File: config.mk
export PLATFORM = sky130hd
export DESIGN_NAME = input_loop_mac
export DESIGN_NICKNAME = d
export VERILOG_FILES = /design/src/rtl/input_loop_pkg.sv /design/src/rtl/input_loop_mac_adder_tree.sv /design/src/rtl/input_loop_mac.sv
export SDC_FILE = /design/constraint.sdc
export NUM_CORES = 2
export LEC_CHECK = 0
export ABC_CLOCK_PERIOD_IN_PS = 6400
export CAP_MARGIN = 20
export CORE_UTILIZATION = 35
export CTS_CLUSTER_SIZE = 24
export DETAILED_ROUTE_END_ITERATION = 8
export GPL_ROUTABILITY_DRIVEN = 0
export HOLD_SLACK_MARGIN = 0.02
export SETUP_SLACK_MARGIN = 0.5
export SLEW_MARGIN = 30
export SYNTH_ARGS = -nofsm -noshare
export SYNTH_HDL_FRONTEND = slang
export SYNTH_HIERARCHICAL = 1
export SYNTH_SLANG_ARGS = --single-unit
export TNS_END_PERCENT = 20
File: constraint.sdc
create_clock -name clk_i -period 6.4 [get_ports clk_i]
set_clock_uncertainty 0.1 [all_clocks]
set_input_delay 0.96 -clock clk_i [delete_from_list [all_inputs] [get_ports clk_i]]
set_output_delay 0.96 -clock clk_i [all_outputs]
set_load 0.02 [all_outputs]
File: src/rtl/input_loop_pkg.sv
// Shared types and helpers for the input-loop MAC: width derivation,
// accumulator FSM state encoding and the round/saturate helper.
package input_loop_pkg;

  localparam int DEF_TN    = 4;
  localparam int DEF_W     = 16;
  localparam int DEF_FRAC  = 8;
  localparam int DEF_ACC_W = 40;

  // round_sat works on fixed, generously sized containers so one function
  // serves every parameterisation (ACC_W <= 128, W <= 64).
  localparam int RS_ACC_W = 128;
  localparam int RS_VAL_W = 64;

  typedef enum logic [0:0] {
    IDLE = 1'b0,
    ACC  = 1'b1
  } acc_state_e;

  typedef struct packed {
    logic                sat;
    logic [RS_VAL_W-1:0] value;
  } round_sat_t;

  function automatic int prod_width(input int w);
    return 2 * w;
  endfunction

  function automatic int tree_width(input int w, input int n);
    return 2 * w + $clog2(n);
  endfunction

  // Round half up by dropping frac bits, then clip to a signed w-bit range.
  function automatic round_sat_t round_sat(input logic signed [RS_ACC_W-1:0] acc,
                                           input int frac, input int w);
    logic signed [RS_ACC_W-1:0] one;
    logic signed [RS_ACC_W-1:0] half;
    logic signed [RS_ACC_W-1:0] r;
    logic signed [RS_ACC_W-1:0] hi;
    logic signed [RS_ACC_W-1:0] lo;
    round_sat_t res;
    one  = RS_ACC_W'(1);
    half = one <<< (frac - 1);
    r    = (acc + half) >>> frac;
    hi   = (one <<< (w - 1)) - one;
    lo   = -(one <<< (w - 1));
    res.sat = (r > hi) || (r < lo);
    if (r > hi) begin
      res.value = hi[RS_VAL_W-1:0];
    end else if (r < lo) begin
      res.value = lo[RS_VAL_W-1:0];
    end else begin
      res.value = r[RS_VAL_W-1:0];
    end
    return res;
  endfunction

endpackage

File: src/rtl/input_loop_mac_adder_tree.sv
// Combinational signed adder tree; non-power-of-two lane counts are padded
// with zero leaves so every level halves cleanly.
module adder_tree #(
  parameter int N_p    = 4,
  parameter int IN_W_p = 32,
  parameter int OUT_W  = IN_W_p + $clog2(N_p)
) (
  input  logic [N_p*IN_W_p-1:0] in_i,
  output logic signed [OUT_W-1:0] sum_o
);

  localparam int LEVELS = $clog2(N_p);
  localparam int P      = 1 << LEVELS;

  for (genvar l = 0; l <= LEVELS; l++) begin : g_lvl
    logic signed [OUT_W-1:0] node [P >> l];
    if (l == 0) begin : g_leaf
      for (genvar i = 0; i < P; i++) begin : g_in
        if (i < N_p) begin : g_real
          assign node[i] = OUT_W'($signed(in_i[i*IN_W_p +: IN_W_p]));
        end else begin : g_pad
          assign node[i] = '0;
        end
      end
    end else begin : g_add
      for (genvar i = 0; i < (P >> l); i++) begin : g_sum
        assign node[i] = g_lvl[l-1].node[2*i] + g_lvl[l-1].node[2*i+1];
      end
    end
  end

  assign sum_o = g_lvl[LEVELS].node[0];

endmodule

File: src/rtl/input_loop_mac.sv
// Pipelined multiply / adder-tree / accumulate engine for one output pixel
// across input-channel tiles, with rounded and saturated fixed-point output.
module input_loop_mac
  import input_loop_pkg::*;
#(
  parameter int Tn_p    = DEF_TN,
  parameter int W_p     = DEF_W,
  parameter int FRAC_p  = DEF_FRAC,
  parameter int ACC_W_p = DEF_ACC_W
) (
  input  logic                      clk_i,
  input  logic                      reset_n_i,
  input  logic                      valid_i,
  output logic                      ready_o,
  input  logic                      first_i,
  input  logic                      last_i,
  input  logic [Tn_p-1:0][W_p-1:0]  fm_i,
  input  logic [Tn_p-1:0][W_p-1:0]  weights_i,
  input  logic [W_p-1:0]            fm_init_i,
  output logic                      valid_o,
  input  logic                      ready_i,
  output logic [W_p-1:0]            fm_o,
  output logic                      sat_o,
  output acc_state_e                acc_state_o
);

  localparam int PROD_W = prod_width(W_p);
  localparam int TREE_W = tree_width(W_p, Tn_p);

  // Handshake: a transfer happens on a rising edge where valid and ready are
  // both high; valid never waits on ready, and a producer holding valid keeps
  // its data stable until the transfer. The whole pipe moves as one unit, so a
  // stalled output blocks every stage and the input.
  logic advance;
  assign advance = !valid_o || ready_i;
  assign ready_o = advance;

  // Stage S1: per-lane products
  logic [Tn_p-1:0][PROD_W-1:0] prod;
  logic [Tn_p-1:0][PROD_W-1:0] s1_prod;
  logic                        s1_valid;
  logic                        s1_first;
  logic                        s1_last;
  logic [W_p-1:0]              s1_init;

  always_comb begin
    prod = '0;
    for (int i = 0; i < Tn_p; i++) begin
      prod[i] = PROD_W'($signed(fm_i[i])) * PROD_W'($signed(weights_i[i]));
    end
  end

  always_ff @(posedge clk_i or negedge reset_n_i) begin
    if (!reset_n_i) begin
      s1_valid <= 1'b0;
      s1_first <= 1'b0;
      s1_last  <= 1'b0;
      s1_init  <= '0;
      s1_prod  <= '0;
    end else if (advance) begin
      s1_valid <= valid_i;
      s1_first <= first_i;
      s1_last  <= last_i;
      s1_init  <= fm_init_i;
      s1_prod  <= prod;
    end
  end

  // Stage S2: reduced sum
  logic signed [TREE_W-1:0]  tree_sum;
  logic signed [ACC_W_p-1:0] s2_sum;
  logic                      s2_valid;
  logic                      s2_first;
  logic                      s2_last;
  logic signed [W_p-1:0]     s2_init;

  adder_tree #(
    .N_p    (Tn_p),
    .IN_W_p (PROD_W),
    .OUT_W  (TREE_W)
  ) u_adder_tree (
    .in_i  (s1_prod),
    .sum_o (tree_sum)
  );

  always_ff @(posedge clk_i or negedge reset_n_i) begin
    if (!reset_n_i) begin
      s2_valid <= 1'b0;
      s2_first <= 1'b0;
      s2_last  <= 1'b0;
      s2_init  <= '0;
      s2_sum   <= '0;
    end else if (advance) begin
      s2_valid <= s1_valid;
      s2_first <= s1_first;
      s2_last  <= s1_last;
      s2_init  <= s1_init;
      s2_sum   <= ACC_W_p'(tree_sum);
    end
  end

  // Stage S3: accumulator and tile-loop FSM. A beat seen in IDLE always
  // restarts from fm_init, as does any explicit first (abandoning a partial).
  acc_state_e                state;
  logic signed [ACC_W_p-1:0] acc;
  logic signed [ACC_W_p-1:0] acc_next;
  logic signed [ACC_W_p-1:0] init_ext;
  logic                      restart;
  logic                      s3_emit;

  always_comb begin
    restart  = s2_first || (state == IDLE);
    init_ext = ACC_W_p'(s2_init) <<< FRAC_p;
    acc_next = restart ? (init_ext + s2_sum) : (acc + s2_sum);
  end

  always_ff @(posedge clk_i or negedge reset_n_i) begin
    if (!reset_n_i) begin
      state   <= IDLE;
      acc     <= '0;
      s3_emit <= 1'b0;
    end else if (advance) begin
      s3_emit <= s2_valid && s2_last;
      if (s2_valid) begin
        acc   <= acc_next;
        state <= s2_last ? IDLE : ACC;
      end
    end
  end

  assign acc_state_o = state;

  // Output register: rounds the finished sum held in acc the cycle after the
  // last beat, so a later beat updating acc on the same edge cannot disturb it.
  round_sat_t rs;
  logic       unused_rs_hi;

  always_comb begin
    rs = round_sat(RS_ACC_W'(acc), FRAC_p, W_p);
  end

  assign unused_rs_hi = ^rs.value[RS_VAL_W-1:W_p];

  always_ff @(posedge clk_i or negedge reset_n_i) begin
    if (!reset_n_i) begin
      valid_o <= 1'b0;
      fm_o    <= '0;
      sat_o   <= 1'b0;
    end else if (advance) begin
      valid_o <= s3_emit;
      if (s3_emit) begin
        fm_o  <= rs.value[W_p-1:0];
        sat_o <= rs.sat;
      end
    end
  end

endmodule

==> results.yml <==
run_status:
  status: "finished clean"
placed_design:
  dp_cells: 9199
  place_area_sq_um: 66300
  io_buffers: 169
  dpl.hpwl_microns: 125300
synthesis:
  async_reset_ff_frac: 1.000
  yosysSeqAreaShare: 0.1150
  syn_inst: 6365
  synth_area_sq_um: 56570
  yosys_register_bits: 260
  synth_edf_count: 0
  synthTopCellsByArea: "fa_1 (39%), dfrtp_1 (12%), ha_1 (9.4%)"
  synth.net_count: 8057
  yosysTopAreaCell: "fa_1"
  synth-warning-count: 6
  avgSynthCellArea_sq_um: 8.888
  ys.flop_type: "dfrtp_1"
  synth_most_common_cell: "inv_1"
  synth_top_area_frac: 0.3946
  synth_cell_types: 96
  synth_common_cells: "inv_1 (1364), fa_1 (1115), nand2_1 (955)"
floorplan:
  io_pins: 170
  die_area_sq_um: 163200
  die_h_microns: 404.0
  die_w_microns: 404.0
  start_util: 0.3523
  num_rows: 147
  core-area_sq_um: 160600
final_layout:
  fin_nets: 8927
  final_area_sq_um: 70950
  syn_to_final_growth_pct: 25.42
  fin_util: 0.4419
  drive_gt1_frac: 0.2098
  fillers: 15588
  multi_input_area_sq_um: 46230
  stdcell_count: 9419
  register_area_sq_um: 6506
clocking:
  clk_pin_slew_ps: 60
  cts-buffers-inserted: 30
  cts-htree-levels: 1
  cts_sinks: 260
  cts.hold.buffers_added: 0
  clockRootBuffer: "clkbuf_16"
  clk-insertion-delay-late_ps: 590
  cts_tree: "yes"
  clk_path_buf_depth: 3
global_routing:
  busiest_layer: "met2"
  grt_max_degree: 200
  grt.overflow.total: 0
  grt_pass1_vias: 48132
  gr-usage-met3: 0.01439
  use_met2: 0.3321
  grt.met1_usage: 0.2567
  grt_pass1_wl_microns: 251300
  grt_use_total: 0.1893
  antenna_found_initial: 1
worst_setup_path:
  crit_type: "input port to flip-flop"
  arrival_ps: 6690
  r2r_cells: 13
  cp_max_fo: 8
  worstPathRequired_ps: 6730
  reg2reg_to: "s2_sum[33]"
  reg2reg_from: "s1_prod[1]"
  cp-start-kind: "input port"
  reg2reg_slack_ps: 2170
  cp-end-kind: "flip-flop"
drt:
  ant_nets: 0
  dr.pass1.iters: 5
  vias_per_cell: 4.742
  wl_microns: 150300
  num_vias: 44664
  post_drt_wl_per_cell_microns: 15.96
  drtIter0Drc: 2360
  drc_errors: 0
run:
  drv_cap: 0
sta:
  worstMarginPinSlew_ps: 864.4
  tns_ps: 0
  finalCriticalPeriod_ps: 6359
  slew_violations: 0
  post-route-period-util: 0.9936
  max_freq_ghz: 0.1573
  hold_violations: 0
  setup_viol: 0
  slew_headroom: 0.4237
  rsz0062_at_grt: "true"
min_path:
  hp-class: "input port to async pin"
[layout make-up]
class,count,share of cell area
multi-input combinational,4524,0.6516
tap,2160,0.03809
timing repair buffer,1055,0.1314
clock inverter,13,0.002222
inverter,1364,0.07239
antenna,1,0.00003527
sequential,260,0.09170
clock buffer,42,0.01250
[state kept, by name, indices dropped and copies added (netlist names), 16 cells and up]
signal   cells
fm_o        16
acc         40
s2_init     16
s2_sum      34
s1_init     16
s1_prod    128
[critical path, cell delays in order]
cell and delay, ps:
dlygate4sd2_1 250, buf_6 130, buf_6 140, buf_4 140, and2_1 150, fa_1 500
fa_1 440, fa_1 540, fa_1 520, fa_1 530, inv_1 50, fa_1 470
inv_1 60, ha_4 220, a21oi_2 130, nor2b_1 60, or4_4 420, a2111oi_4 320
nor3_1 100, a211o_1 250, a21oi_2 130, xnor2_1 120, o21ai_1 70
[metrics by stage]
stage	worst slack, ps	hold slack [ps]
2_1_floorplan	-153.9	338.6
3_3_place_gp	-999.0	352.3
3_5_place_dp	-1069	356.6
4_1_cts	9.368	272.0
5_1_grt	-136.1	306.4
6_report	41.27	251.1
[layer usage]
metal  share of wire  vias to the layer above
li1                -                    21137
met1            0.45                    22482
met2            0.50                      865
met3           0.036                      180
met4           0.021                        0
met5               0                        -
[cells by family after synthesis]
| logic type | count (synthesis) | share of synthesized area |
|---|---|---|
| adders and majority gates | 1542 | 0.4890 |
| buffers and inverters | 1581 | 0.1064 |
| DFF | 260 | 0.1150 |
| AOI/OAI and AO/OA | 802 | 0.08907 |
| and+or+nand+nor | 1942 | 0.1635 |
| muxes | 7 | 0.001305 |
| xor gates and xnor gates | 231 | 0.03576 |
[how the worst max path moves through the flow]
stage	start	end	slack [ps]	cells after the start
final	fm_i[46]	s1_prod[95]	40	23
after global routing	fm_i[46]	s1_prod[95]	-140	23
after CTS	fm_i[43]	s1_prod[95]	9	21
after detailed placement	weights_i[5]	s1_prod[24]	-1070	24
after global placement	weights_i[4]	s1_prod[24]	-1000	24
after floorplan	fm_i[47]	s1_prod[95]	-150	23
[what timing repair did]
action,4_1_cts,5_1_grt
endpoints found under the setup margin,81,73
pin swaps,359,218
buffers inserted,138,13
cloned,13,0
resized for setup,798,185
[placed cells by master (no fill, tap or decap), types with 48 or more instances in the layout]
| master | count |
|---|---|
| buf_4 | 694 |
| xor2_1 | 69 |
| xnor2_1 | 134 |
| fa_1 | 1047 |
| nand2_1 | 902 |
| o21ai_0 | 140 |
| buf_6 | 149 |
| a21o_1 | 94 |
| dfrtp_1 | 260 |
| and2_4 | 48 |
| inv_1 | 1292 |
| nor2_1 | 189 |
| ha_1 | 370 |
| nand3_1 | 55 |
| inv_2 | 67 |
| fa_2 | 68 |
| a21oi_1 | 233 |
| and2_1 | 459 |
Power is left out: the tool's default activity adds up to more than one toggle a clock period on the data nets, which glitch-free logic cannot reach.
